<file path="src/rtl/regfile_if.sv">
// Read-request channel between the decode stage and the register file:
// two independent read ports, each with an enable/address and a data return.
interface i_fetch_rreg;
    typedef struct packed {
        logic       en;
        logic [4:0] addr;
    } rreg_info_t;

    rreg_info_t  r1_info;
    rreg_info_t  r2_info;
    logic [31:0] r1_data;
    logic [31:0] r2_data;

    modport master (
        output r1_info,
        output r2_info,
        input  r1_data,
        input  r2_data
    );

    modport slave (
        input  r1_info,
        input  r2_info,
        output r1_data,
        output r2_data
    );
endinterface

</file>
<file path="src/rtl/regfile.sv">
// 32x32 general-purpose register file with write-first bypass on both read ports.
// Optional HI/LO register pair is compiled in when REGFILE_HILO_EN is defined.
module regfile (
    input  logic        clk,
    input  logic        rst,
    i_fetch_rreg.slave  fetch,
    input  logic        wb_en,
    input  logic [4:0]  wb_addr,
    input  logic [31:0] wb_data,
`ifdef REGFILE_HILO_EN
    input  logic        hilo_we,
    input  logic [31:0] hi_i,
    input  logic [31:0] lo_i,
    output logic [31:0] hi_o,
    output logic [31:0] lo_o,
`endif
    input  logic [4:0]  dbg_addr,
    output logic [31:0] dbg_data
);

    // GPR0 has no storage; it is hard-wired to zero on every read path.
    logic [31:0] gpr [1:31];
    logic        wb_fire;

    assign wb_fire = wb_en && (wb_addr != 5'd0);

    always_ff @(posedge clk) begin
        if (rst) begin
            for (int i = 1; i < 32; i++) begin
                gpr[i] <= '0;
            end
        end else if (wb_fire) begin
            gpr[wb_addr] <= wb_data;
        end
    end

    // Each read port forwards the in-flight writeback so decode sees the newest value.
    always_comb begin
        fetch.r1_data = '0;
        if (!rst && fetch.r1_info.en && (fetch.r1_info.addr != 5'd0)) begin
            if (wb_fire && (wb_addr == fetch.r1_info.addr)) begin
                fetch.r1_data = wb_data;
            end else begin
                fetch.r1_data = gpr[fetch.r1_info.addr];
            end
        end
    end

    always_comb begin
        fetch.r2_data = '0;
        if (!rst && fetch.r2_info.en && (fetch.r2_info.addr != 5'd0)) begin
            if (wb_fire && (wb_addr == fetch.r2_info.addr)) begin
                fetch.r2_data = wb_data;
            end else begin
                fetch.r2_data = gpr[fetch.r2_info.addr];
            end
        end
    end

    always_comb begin
        dbg_data = '0;
        if (!rst && (dbg_addr != 5'd0)) begin
            dbg_data = gpr[dbg_addr];
        end
    end

`ifdef REGFILE_HILO_EN
    logic [31:0] hi_q;
    logic [31:0] lo_q;

    always_ff @(posedge clk) begin
        if (rst) begin
            hi_q <= '0;
            lo_q <= '0;
        end else if (hilo_we) begin
            hi_q <= hi_i;
            lo_q <= lo_i;
        end
    end

    // A write that reset will discard is not forwarded either.
    always_comb begin
        hi_o = hi_q;
        lo_o = lo_q;
        if (hilo_we && !rst) begin
            hi_o = hi_i;
            lo_o = lo_i;
        end
    end
`endif

endmodule

</file>
<file path="src/flat_wrapper.sv">
// flat-port wrapper written by rule: the top's interface ports become plain ports
module regfile_flat 
  (clk, rst, wb_en, wb_addr, wb_data, dbg_addr, dbg_data, fetch_r1_info, fetch_r2_info, fetch_r1_data, fetch_r2_data);
  i_fetch_rreg fetch_i ();
  input  logic clk;
  input  logic rst;
  input  logic wb_en;
  input  logic [4:0] wb_addr;
  input  logic [31:0] wb_data;
  input  logic [4:0] dbg_addr;
  output logic [31:0] dbg_data;
  input wire logic [$bits(fetch_i.r1_info)-1:0] fetch_r1_info;
  input wire logic [$bits(fetch_i.r2_info)-1:0] fetch_r2_info;
  output wire logic [$bits(fetch_i.r1_data)-1:0] fetch_r1_data;
  output wire logic [$bits(fetch_i.r2_data)-1:0] fetch_r2_data;
  assign fetch_i.r1_info = fetch_r1_info;
  assign fetch_i.r2_info = fetch_r2_info;
  assign fetch_r1_data = fetch_i.r1_data;
  assign fetch_r2_data = fetch_i.r2_data;
  regfile u_core (.clk(clk), .rst(rst), .fetch(fetch_i), .wb_en(wb_en), .wb_addr(wb_addr), .wb_data(wb_data), .dbg_addr(dbg_addr), .dbg_data(dbg_data));
endmodule
</file>
<file path="config.mk">
export PLATFORM = sky130hd
export DESIGN_NAME = regfile_flat
export DESIGN_NICKNAME = d
export VERILOG_FILES = /design/src/rtl/regfile_if.sv /design/src/rtl/regfile.sv /design/src/flat_wrapper.sv
export SDC_FILE = /design/constraint.sdc
export NUM_CORES = 2
export LEC_CHECK = 0
export BUFFER_PORTS_ARGS = -buffer_cell sky130_fd_sc_hd__clkbuf_2
export CAP_MARGIN = 40
export CORE_UTILIZATION = 55
export CTS_CLUSTER_DIAMETER = 150
export CTS_CLUSTER_SIZE = 12
export DETAILED_ROUTE_END_ITERATION = 12
export PLACE_DENSITY = 0.68
export SKIP_CTS_REPAIR_TIMING = 1
export SYNTH_ARGS = -nofsm -noshare
export SYNTH_HDL_FRONTEND = slang
export SYNTH_SLANG_ARGS = --single-unit
</file>
<file path="constraint.sdc">
create_clock -name clk -period 4.75 [get_ports clk]
set_input_delay 0.475 -clock clk [delete_from_list [all_inputs] [get_ports clk]]
set_output_delay 0.475 -clock clk [all_outputs]
set_load 0.02 [all_outputs]
</file>
==> results.md <==
* Total Power at 21.6 mW
* CTS tree: yes
* Largest net degree at the start of global routing at 92
* Pre-CTS WS at 0.895 ns
* Drt via density at around 7.5
* Max stage delay on crit path at 0.71 ns
* Worst EP arrival at 3.71 ns
* Pre-Repair DR Iteration Count at 6
* Most flop-heavy register: u_core.gpr
* Vias in the first global route at between 40000 and 50000
* Hold path cells at 1
* Tightest Hold Check Type: in -> reg
* Req. time, crit path at 4.28 ns
* Remaining Overflow, GRT at 0
* Multiplexer share of the synthesized area at 0.270
* Post-route ant nets at 0
* Root buffer cell: clkbuf_16
* Post-synthesis cell count at roughly 4600
* GRT met2 Usage at 0.573
* Nets at 4600
* Synth Area in Adders at 0
* CP Cell Sequence: buf_8 > buf_4 > mux4_2 > nor2_1 > nor2_1 > o22ai_1 > nor3_1 > buf_4 > clkbuf_2
* Hold path startpoint: wb_data[21]
* CTS Buffer Depth at 3
* Slowest-stage cell, CP: buf_4
* Crit path kind: in -> out
* Iteration-0 DRC Markers at 8023
* Die height at 341 µm
* Hold Path Sink: u_core.gpr[0][21]$_DFFE_PP_
* Period minus WS final at 4.19 ns
* I/O pin cnt at 153
* Initial Utilization at 0.558
* Row cnt at between 100 and 150
* Worst-Margin Slew at 0.963 ns
* Main combinational cell family by area after synthesis: multiplexers
* Overall routing resource usage at 0.399
* DR WL/cell at 38.6 µm
* Synth Area in Compound Gates at 0.0849
* Max reg flops at 1024
* Core area at 113000 µm²
* Area Growth Syn to Fin at 9.43%
* Worst Hold Slack at about 0.52 ns
* RSZ-0062 raised after global routing: no
* Yosys cell types at 40
* Setup TNS at 0 ns
* LEAKAGE at 24.7 nW
* Top flop regs: u_core.gpr x1024
* Post-Syn Area at 63100 µm²
* Slew headroom at 0.358
* GR peak layer: met2
* Status: completed
* M1 GR Usage at 0.529
* DP Wirelength at 142000 µm
* Sink Count at between 1000 and 1500
* Warnings, synthesis at 0
* Max-slew violations at 0
* Yosys reg bits at around 1000
* Max frequency at 239 MHz
* GP Congestion at 0.949
* Die X-Extent at 341 µm
* Syn Area/Cell at 13.8 µm²
* Hold Vio Cnt, Final at 0
* Final WL at 233000 µm
* Post-synth EDFFs at 1024
* Fillers at 8576
* Layout cells sized above 1 at 0.253
* Buffers on Ports at 152
* Clk slew on worst S/H paths at 0.06 ns
* Design Area, Final at 69000 µm²
* Sequential area share after synthesis at 0.488
* Post-synth ARST share at 0
* WP buf/inv at 4
* Max cap viols at 0
* Vias at 45700
* # H-tree levels at 3
* Delay-heaviest family, CP: buffers and inverters
* CP endpoint kind: primary output
* Worst Setup Start Kind: input pin
* Final worst path period share at 0.882
* Placed Area at 66600 µm²
* Post-Route Utilization at 0.610
* Inst Count DP at 5946
* Fin worst setup slack at 0.561 ns
* CTS Buf Count at 95
* CP max FO at 50
* Worst vdd ir at 0.274 mV
* Die area at 116000 µm²
* Simple-gate portion of the synthesized area at 0.122
* DRC Markers at 0
* Cell Pwr Density at 312 nW/µm²
* Initial antenna violation count at 16
* First-pass GRT wire length at 327000 µm
* Non-filler cells, final at roughly 6000
* Met3 Use GR at 0.183
* Prevailing post-synth register cell: edfxtp_1
* Final setup viols at 0
* Xor/xnor share of the synthesized area at 0.00139
==> layout by cell type (no fill, tap or decap), types with 2 or more instances in the layout <==
cell and n:
a211o_1 56, a21o_1 24, a21oi_1 120, a221o_1 32
a221oi_1 136, a22oi_1 192, and2_1 992, and2_2 2
buf_12 56, buf_16 4, buf_4 156, buf_8 6
clkbuf_16 97, clkbuf_2 144, conb_1 32, diode_2 5
edfxtp_1 1024, inv_1 2, inv_2 3, mux2i_1 368
mux4_2 592, nand2_1 59, nand3_1 5, nand3b_1 5
nor2_1 154, nor2_4 38, nor2b_1 4, nor2b_4 4
nor3_1 32, o21bai_1 64, o221ai_1 31, o22ai_1 49
o311ai_4 2, o31ai_4 3, or2_2 31, or3_4 2
or3b_2 2, xnor2_1 10
==> metal layers <==
layer | part of all wire | wire length (µm)
met3 | 0.17 | 39300
met1 | 0.35 | 82500
met5 | 0.00062 | 144
met2 | 0.43 | 101000
met4 | 0.043 | 10100
==> Yosys cell counts (2+ instances only) <==
| library cell | number | area [µm²] |
|---|---|---|
| and2_1 | 994 | 6220 |
| a221oi_1 | 136 | 1190 |
| nor3_1 | 33 | 165 |
| mux2i_1 | 368 | 3680 |
| a21o_1 | 24 | 180 |
| nand3_1 | 5 | 25.0 |
| nand2_1 | 59 | 221 |
| a21oi_1 | 120 | 601 |
| buf_6 | 2 | 22.5 |
| o221ai_1 | 31 | 272 |
| or2_2 | 31 | 194 |
| o31ai_1 | 2 | 15.0 |
| a221o_1 | 32 | 320 |
| a22oi_1 | 192 | 1440 |
| edfxtp_1 | 1024 | 30700 |
| nor2b_1 | 8 | 50.1 |
| buf_4 | 17 | 128 |
| nor2_1 | 192 | 721 |
| a211o_1 | 56 | 490 |
| o21bai_1 | 64 | 480 |
| or3b_2 | 3 | 26.3 |
| xnor2_1 | 10 | 87.6 |
| clkbuf_1 | 366 | 1370 |
| nor4_1 | 2 | 12.5 |
| o311ai_1 | 2 | 17.5 |
| mux4_2 | 592 | 13300 |
| nand3b_1 | 5 | 37.5 |
| o22ai_1 | 49 | 307 |
| buf_2 | 102 | 510 |
| inv_1 | 5 | 18.8 |
| buf_1 | 24 | 90.1 |
==> worst max-delay path by stage <==
| stage | start | end | slack [ns] | cells past startpoint |
|---|---|---|---|---|
| finish | dbg_addr[1] | dbg_data[12] | 0.56 | 9 |
| global route | dbg_addr[1] | dbg_data[12] | 0.65 | 9 |
| CTS | dbg_addr[1] | dbg_data[12] | 0.89 | 9 |
| detailed placement | dbg_addr[1] | dbg_data[12] | 0.90 | 9 |
| global placement | dbg_addr[1] | dbg_data[13] | 0.42 | 8 |
| floorplan | dbg_addr[3] | dbg_data[30] | 1.94 | 8 |
==> layout make-up <==
cell class	count	area [µm²]	area share
Antenna cell	5	12.5	0.000181
Clock buffer	97	2430	0.0352
Clock inverter	1	8.76	0.000127
Inverter	5	18.8	0.000272
Multi-Input combinational cell	3050	30700	0.445
Sequential cell	1024	30700	0.446
Tap cell	1500	1880	0.0272
Timing Repair Buffer	367	3220	0.0466
==> cell families after synthesis <==
group	count (synthesis)
buf+inv	516
compound gates	711
other cells	1
mux	961
flops	1024
simple gates	1336
xor+xnor	10
==> report_power, final <==
group | internal, mW | switching [mW]
Combinational | 1.55 | 2.27
Sequential | 10.5 | 0.366
Clock | 3.57 | 3.35
(Power assumes the default switching activity.)
